[src/rtl/spi_slave.sv]
// 16-bit CPHA=1 SPI slave (modes 1 and 3), oversampled on sys_clk.
// Optional feature macro: SPI_SLAVE_ABORT_EN adds the spi_abort pulse output.
module spi_slave #(
    parameter int DATA_W   = 16,
    parameter int SYNC_STG = 2
) (
    input  logic              sys_clk,
    input  logic              rst_n,
    input  logic [1:0]        spi_mode,
    input  logic [DATA_W-1:0] spi_sdata,
    output logic [DATA_W-1:0] spi_rdata,
    output logic              spi_done,
    output logic              spi_busy,
    input  logic              spi_csn,
    input  logic              spi_clk,
    input  logic              spi_mosi,
`ifdef SPI_SLAVE_ABORT_EN
    output logic              spi_abort,
`endif
    output logic              spi_miso
);

    localparam int                CNT_W    = $clog2(DATA_W);
    localparam logic [CNT_W-1:0]  LAST_BIT = CNT_W'(DATA_W - 1);

    typedef enum logic [1:0] {S_IDLE, S_SHIFT, S_DONE, S_WAIT} state_e;

    state_e              state_q;
    logic [SYNC_STG-1:0] clk_sync_q, csn_sync_q, mosi_sync_q;
    logic                clk_prev_q;
    logic                armed_q;
    logic                cpol_q;
    logic [CNT_W-1:0]    bit_cnt_q;
    logic [DATA_W-1:0]   tx_buf_q, rx_buf_q, rdata_q;
    logic                done_q, abort_q, miso_q;

    logic clk_s, csn_s, mosi_s, rise, fall, lead, trail;

    // NOTE: csn sync flops reset to 0 so a csn already low at reset release
    // never looks like a high; armed_q only sets once a real high propagates.
    always_ff @(posedge sys_clk or negedge rst_n) begin
        if (!rst_n) begin
            clk_sync_q  <= '0;
            csn_sync_q  <= '0;
            mosi_sync_q <= '0;
            clk_prev_q  <= 1'b0;
        end else begin
            clk_sync_q  <= {clk_sync_q[SYNC_STG-2:0], spi_clk};
            csn_sync_q  <= {csn_sync_q[SYNC_STG-2:0], spi_csn};
            mosi_sync_q <= {mosi_sync_q[SYNC_STG-2:0], spi_mosi};
            clk_prev_q  <= clk_sync_q[SYNC_STG-1];
        end
    end

    always_comb begin
        clk_s  = clk_sync_q[SYNC_STG-1];
        csn_s  = csn_sync_q[SYNC_STG-1];
        mosi_s = mosi_sync_q[SYNC_STG-1];
        rise   = clk_s & ~clk_prev_q;
        fall   = ~clk_s & clk_prev_q;
        lead   = cpol_q ? fall : rise;
        trail  = cpol_q ? rise : fall;
    end

    always_ff @(posedge sys_clk or negedge rst_n) begin
        if (!rst_n) begin
            state_q   <= S_IDLE;
            armed_q   <= 1'b0;
            cpol_q    <= 1'b0;
            bit_cnt_q <= '0;
            tx_buf_q  <= '0;
            rx_buf_q  <= '0;
            rdata_q   <= '0;
            done_q    <= 1'b0;
            abort_q   <= 1'b0;
            miso_q    <= 1'b0;
        end else begin
            done_q  <= 1'b0;
            abort_q <= 1'b0;
            if (csn_s) armed_q <= 1'b1;
            case (state_q)
                S_IDLE: begin
                    miso_q <= 1'b0;
                    if (!csn_s && armed_q) begin
                        state_q   <= S_SHIFT;
                        tx_buf_q  <= spi_sdata;
                        cpol_q    <= (spi_mode == 2'd3);
                        bit_cnt_q <= '0;
                        armed_q   <= 1'b0;
                    end
                end
                S_SHIFT: begin
                    // csn high beats a coincident trail: the frame is dropped.
                    if (csn_s) begin
                        state_q <= S_IDLE;
                        miso_q  <= 1'b0;
                        abort_q <= 1'b1;
                    end else if (lead) begin
                        miso_q   <= tx_buf_q[DATA_W-1];
                        tx_buf_q <= {tx_buf_q[DATA_W-2:0], 1'b0};
                    end else if (trail) begin
                        rx_buf_q <= {rx_buf_q[DATA_W-2:0], mosi_s};
                        if (bit_cnt_q == LAST_BIT) state_q <= S_DONE;
                        else bit_cnt_q <= bit_cnt_q + 1'b1;
                    end
                end
                S_DONE: begin
                    rdata_q <= rx_buf_q;
                    done_q  <= 1'b1;
                    state_q <= S_WAIT;
                end
                default: begin
                    if (csn_s) begin
                        state_q <= S_IDLE;
                        miso_q  <= 1'b0;
                    end
                end
            endcase
        end
    end

    assign spi_rdata = rdata_q;
    assign spi_done  = done_q;
    assign spi_busy  = (state_q != S_IDLE);
    assign spi_miso  = miso_q;
`ifdef SPI_SLAVE_ABORT_EN
    assign spi_abort = abort_q;
`else
    logic unused_abort;
    assign unused_abort = abort_q;
`endif

endmodule

[config.mk]
export PLATFORM = sky130hd
export DESIGN_NAME = spi_slave
export DESIGN_NICKNAME = d
export VERILOG_FILES = /design/src/rtl/spi_slave.sv
export SDC_FILE = /design/constraint.sdc
export NUM_CORES = 1
export LEC_CHECK = 0
export CAP_MARGIN = 40
export CORE_MARGIN = 4
export CORE_UTILIZATION = 25
export CTS_CLUSTER_DIAMETER = 120
export DETAILED_ROUTE_END_ITERATION = 12
export GPL_TIMING_DRIVEN = 0
export PLACE_DENSITY = 0.41
export SYNTH_ARGS = -nofsm -noshare
export SYNTH_HDL_FRONTEND = slang
export SYNTH_SLANG_ARGS = --single-unit
export TNS_END_PERCENT = 20
[constraint.sdc]
create_clock -name sys_clk -period 4.7 [get_ports sys_clk]
set_input_delay 0.94 -clock sys_clk [delete_from_list [all_inputs] [get_ports sys_clk]]
set_output_delay 0.94 -clock sys_clk [all_outputs]
set_load 0.01 [all_outputs]
# == Yosys cells after proc, flatten, opt, wreduce, memory -nomap -nowiden ==
# Index checks and enable logic that the tools add are counted.
# classes
addsub,1
n_eq_ne,14
muxes,27
bitwise,7
n_reduce_logical,13
# ops
op,count
2-to-1 mux 16 bit,3
case mux 16 bit (2 select lines),1
2-to-1 mux 4 bit,5
2-to-1 mux 2 bit,6
"inequality test 2 bit, second input constant",6
"inequality test 3 bit, second input constant",4
2-to-1 mux 1 bit,9
case mux 4 bit (2 select lines),1
AND reduction 4 bit,2
case mux 2 bit (3 select lines),1
AND reduction 6 bit,1
NOT 1 bit,5
AND reduction 5 bit,1
"adder 4 x 1 -> 4 bit, second input constant",1
"== test 2 bit, second input constant",2
"== test 4 bit, second input constant",1
nonzero test 2 bit,2
nonzero test 4 bit,1
case mux 1 bit (3 select lines),1
AND reduction 3 bit,1
nonzero test 3 bit,1
bitwise AND 1 bit,2
"== test 2 x 1 -> 1 bit, second input constant",1
logical NOT 2 bit,1
3 further kinds,3
# word_totals
register_bits,65
in_bits,23
out_inout_bits,19
elab_cells,75

# == Longest topological paths before layout ==
# depth
word_depth,7
ltp_mapped,7

# == Worst setup path after synthesis ==
# OpenSTA, ideal clock, no wires.
# synth_path
path_kind,flip-flop to flip-flop
start,register state_q[0]
end,register bit_cnt_q[2]
arrival_ns,1.667
t_required_ns,4.574
slack_ns,2.907
stages_incl_launch_ff,7
synth_period_minus_slack_ns,1.793
path_cell_list,dfrtp_1 -> buf_6 -> or2_4 -> or3b_1 -> buf_6 -> o2bb2ai_2 -> a221o_1
# synth_via
elab_chain_len,3
# synth_lines
item,line_no,text
from (decl),28,state_e state_q;
from (signal assigned),67,state_q <= S_IDLE;
from (signal assigned),85,state_q <= S_SHIFT;
from (signal assigned),95,state_q <= S_IDLE;
== test 2 x 1 -> 1 bit / logical NOT 2 bit (equally long branches),81,case (state_q)
inequality test 2 bit (no line) / nonzero test 2 bit (equally long branches),-,
AND reduction 6 bit (no line),-,
to (signal assigned),104,else bit_cnt_q <= bit_cnt_q + 1'b1;
to (decl),33,logic [CNT_W-1:0] bit_cnt_q;
# Several ways; a longest one is shown, not always the timed one.
# A chain may end at the register's enable or synchronous reset.

# == Worst setup path after layout ==
# layout_path
start,register state_q[1]
end,output spi_busy
# layout_via
elab_chain_len,1
# layout_lines
item,line_no,text
nonzero test 2 bit,124,assign spi_busy = (state_q != S_IDLE);
to (decl),13,"output logic spi_busy,"
# Every way passes these cells.

==> impl_results.md <==
- Number of synthesized flops with an enable pin: 0
- Post-synth top area cell: dfrtp_1
- Vias: ~1700
- Top area cells in the synthesized netlist: dfrtp_1, mux2_2, a2bb2oi_1, o22ai_1, nand2_1
- Gr usage total: under 10%
- Synthesized netlist cell count: roughly 190
- Share of post-route cells with drive strength above 1: roughly a quarter
- Die area: around 12000 µm²
- Fin Hold WS: about 350 ps
- MaxCap Viol Count: 0
- Mapped cell area: 2620 µm²
- Initial core utilization: between 20% and 30%
- I/O Buffers: between 40 and 50
- Critical Path, Cell by Cell: or2_4 -> clkdlybuf4s50_1
- Worst EP required: ~3800 ps
- Gpl congestion: a little under 0.7
- Worst hold path type: reg -> reg
- Final TNS setup: 0 ps
- CTS tree: yes
- Synth cell count leaders: dfrtp_1, mux2_2, o22ai_1
- Worst-path clk slew: roughly 70 ps
- Pwr Density: 367 nW/µm²
- Post-layout minimum cycle time: 2510 ps
- Synth warnings: 0
- Cell variety after synth: 38
- Fin cells: roughly 380
- Seq/Total Area, Yosys: slightly above 60%
- CP Capture Type: output port
- Die span in x: between 100 and 150 µm
- Worst-Skew Late Latency: 330 ps
- Hold_buf cts: 0
- Max incr delay on CP: between 400 and 500 ps
- Max H-tree Level: 3
- Placed Cells: roughly 370
- Area grow syn2layout: 30.6%
- First-pass GRT wire length: around 9 mm
- Top-count cell post-synth: dfrtp_1
- DRT iter0 DRCs: 38
- Clock Skew: around 9.6 ps
- Final setup vio count: 0
- Final Hold Fails: 0
- CTS resizes: 0
- Clock Path Buffers: 2
- Final design instance area without fill: approximately 3400 µm²
- DR pass1 iterations: 4
- Peak supply drop: 0.000138 V
- Die Height: about 110 µm
- Slew @ Worst Pin: approximately 570 ps
- WP buf/inv: 1
- CP top delay family: buffers and inverters
- Final Core Density: between 30% and 40%
- DRC errors left: 0
- Async SR Flop Fraction: 100%
- Critical Path AT: between 1500 and 2000 ps
- Root Driver: clkbuf_8
- Total setup buffers inserted after CTS: 0
- Core Rows: 37
- DPL Wire Length: roughly 3.6 mm
- CTS Buf Count: 9
- Post-synth net total: approximately 210
- Crit Path Max Fanout: 9
- Cell Area, Placed: around 3200 µm²
- Synth Flop Type: dfrtp_1
- Synth Register Bits: 65
- Overflow after GRT: 0
- Mean Syn Cell Area: ~14 µm²
- Normalized max-slew margin: 62.3%
- Diodes inserted: 0
- Largest net degree at the start of global routing: 50
- # nets final: approximately 270
- Core area: 10300 µm²
- Setup Crit Path Kind: reg -> out
- Clk sinks: between 60 and 70
- Io pins: 42
- Period Utilization, post-route: between 50% and 60%
- Startpoint type of the worst setup path: register
- Routed wire per std cell: approximately 14 µm
- Vias per cell: roughly 4.4
- Status: finished clean
- Drt total wl: ~5.4 mm
- Final ANT Viol Nets: 0
- Number of global-route vias before repair: 1760
- Pleak: between 1.5 and 2 nW
- Slew Limit Fails: 0
- Top cell type's share of synthesized area: between 60 and 70%
- Cell at the slowest stage of the critical path: clkdlybuf4s50_1
- RSZ-0062 raised after global routing: false
- Fmax: between 300 and 400 MHz
- Initial antenna violation count: 0
==> cells in the final DEF (no fill, tap or decap), types with 2 or more instances in the layout <==
cell             Yosys  layout
buf_6                2       2
o22ai_1             17      17
a31oi_1              2       2
buf_1                2       2
nor3b_1              3       3
mux2_2              32      32
o21ai_0              2       2
clkinv_2             0       4
dfrtp_1             65      65
clkbuf_1             2       2
mux2i_1              2       2
a2bb2oi_1           15      15
nand2_1              7       7
nand3_1              3       3
clkdlybuf4s50_1      0      40
buf_2                5       5
nor2_1               4       4
and3b_1              2       2
clkbuf_8             0      10
inv_1                3       3
==> logic make-up after synthesis <==
family / after synthesis / synth area share, %
adders and majority gates: 1 / 0.478
muxes: 34 / 14.5
DFF: 65 / 62.1
and+or+nand+nor: 30 / 7.08
buffers and inverters: 14 / 2.82
AOI/OAI and AO/OA: 45 / 13.0
==> registers in the layout, indices dropped and copies added (netlist names), 2 cells and up <==
register and flops:
tx_buf_q 16, csn_sync_q 2, clk_sync_q 2, mosi_sync_q 2, bit_cnt_q 4, rx_buf_q 16
spi_rdata 16, state_q 2
==> layer usage <==
metal / part of all wire, % / track usage (%)
met3: 5.4 / 3.15
met5: 0 / 0
met2: 43 / 13.3
met4: 2.1 / 4.75
met1: 50 / 13.8
==> path summary, 6_finish.rpt <==
kind / startpoint / cells past startpoint / to / slack, ps
max: state_q[1] / 2 / spi_busy / 2190
min: csn_sync_q[0] / 0 / csn_sync_q[1] / 350
max reg2reg: csn_sync_q[1] / 5 / tx_buf_q[2] / 2730
min reg2reg: csn_sync_q[0] / 0 / csn_sync_q[1] / 350
max in group asynchronous: rst_n / 2 / spi_rdata[7] / 3710
min in group asynchronous: rst_n / 1 / tx_buf_q[6] / 470
==> where the power goes <==
| group | switching [mW] | internal (mW) | leakage, nW |
|---|---|---|---|
| clock network | 0.216 | 0.256 | 0.102 |
| registers | 0.0319 | 0.610 | 0.836 |
| logic | 0.0604 | 0.0818 | 0.600 |
==> per-stage QoR <==
step / total power [mW] / worst slack, ps
final: 1.26 / 2190
after floorplan: 0.736 / 2910
after detailed placement: 0.798 / 2520
after global routing: 1.32 / 2120
after global placement: 0.794 / 317
after CTS: 1.28 / 2160
==> final cells by class <==
type | instances | area, µm²
inverter | 3 | 11.3
clock buffer | 10 | 138
timing repair buffer | 42 | 435
multi-input combinational | 110 | 917
clock inverter | 6 | 57.6
fill | 1061 | 6860
tap | 136 | 170
sequential | 65 | 1630
buffer | 11 | 62.6
(Power assumes the default switching activity.)
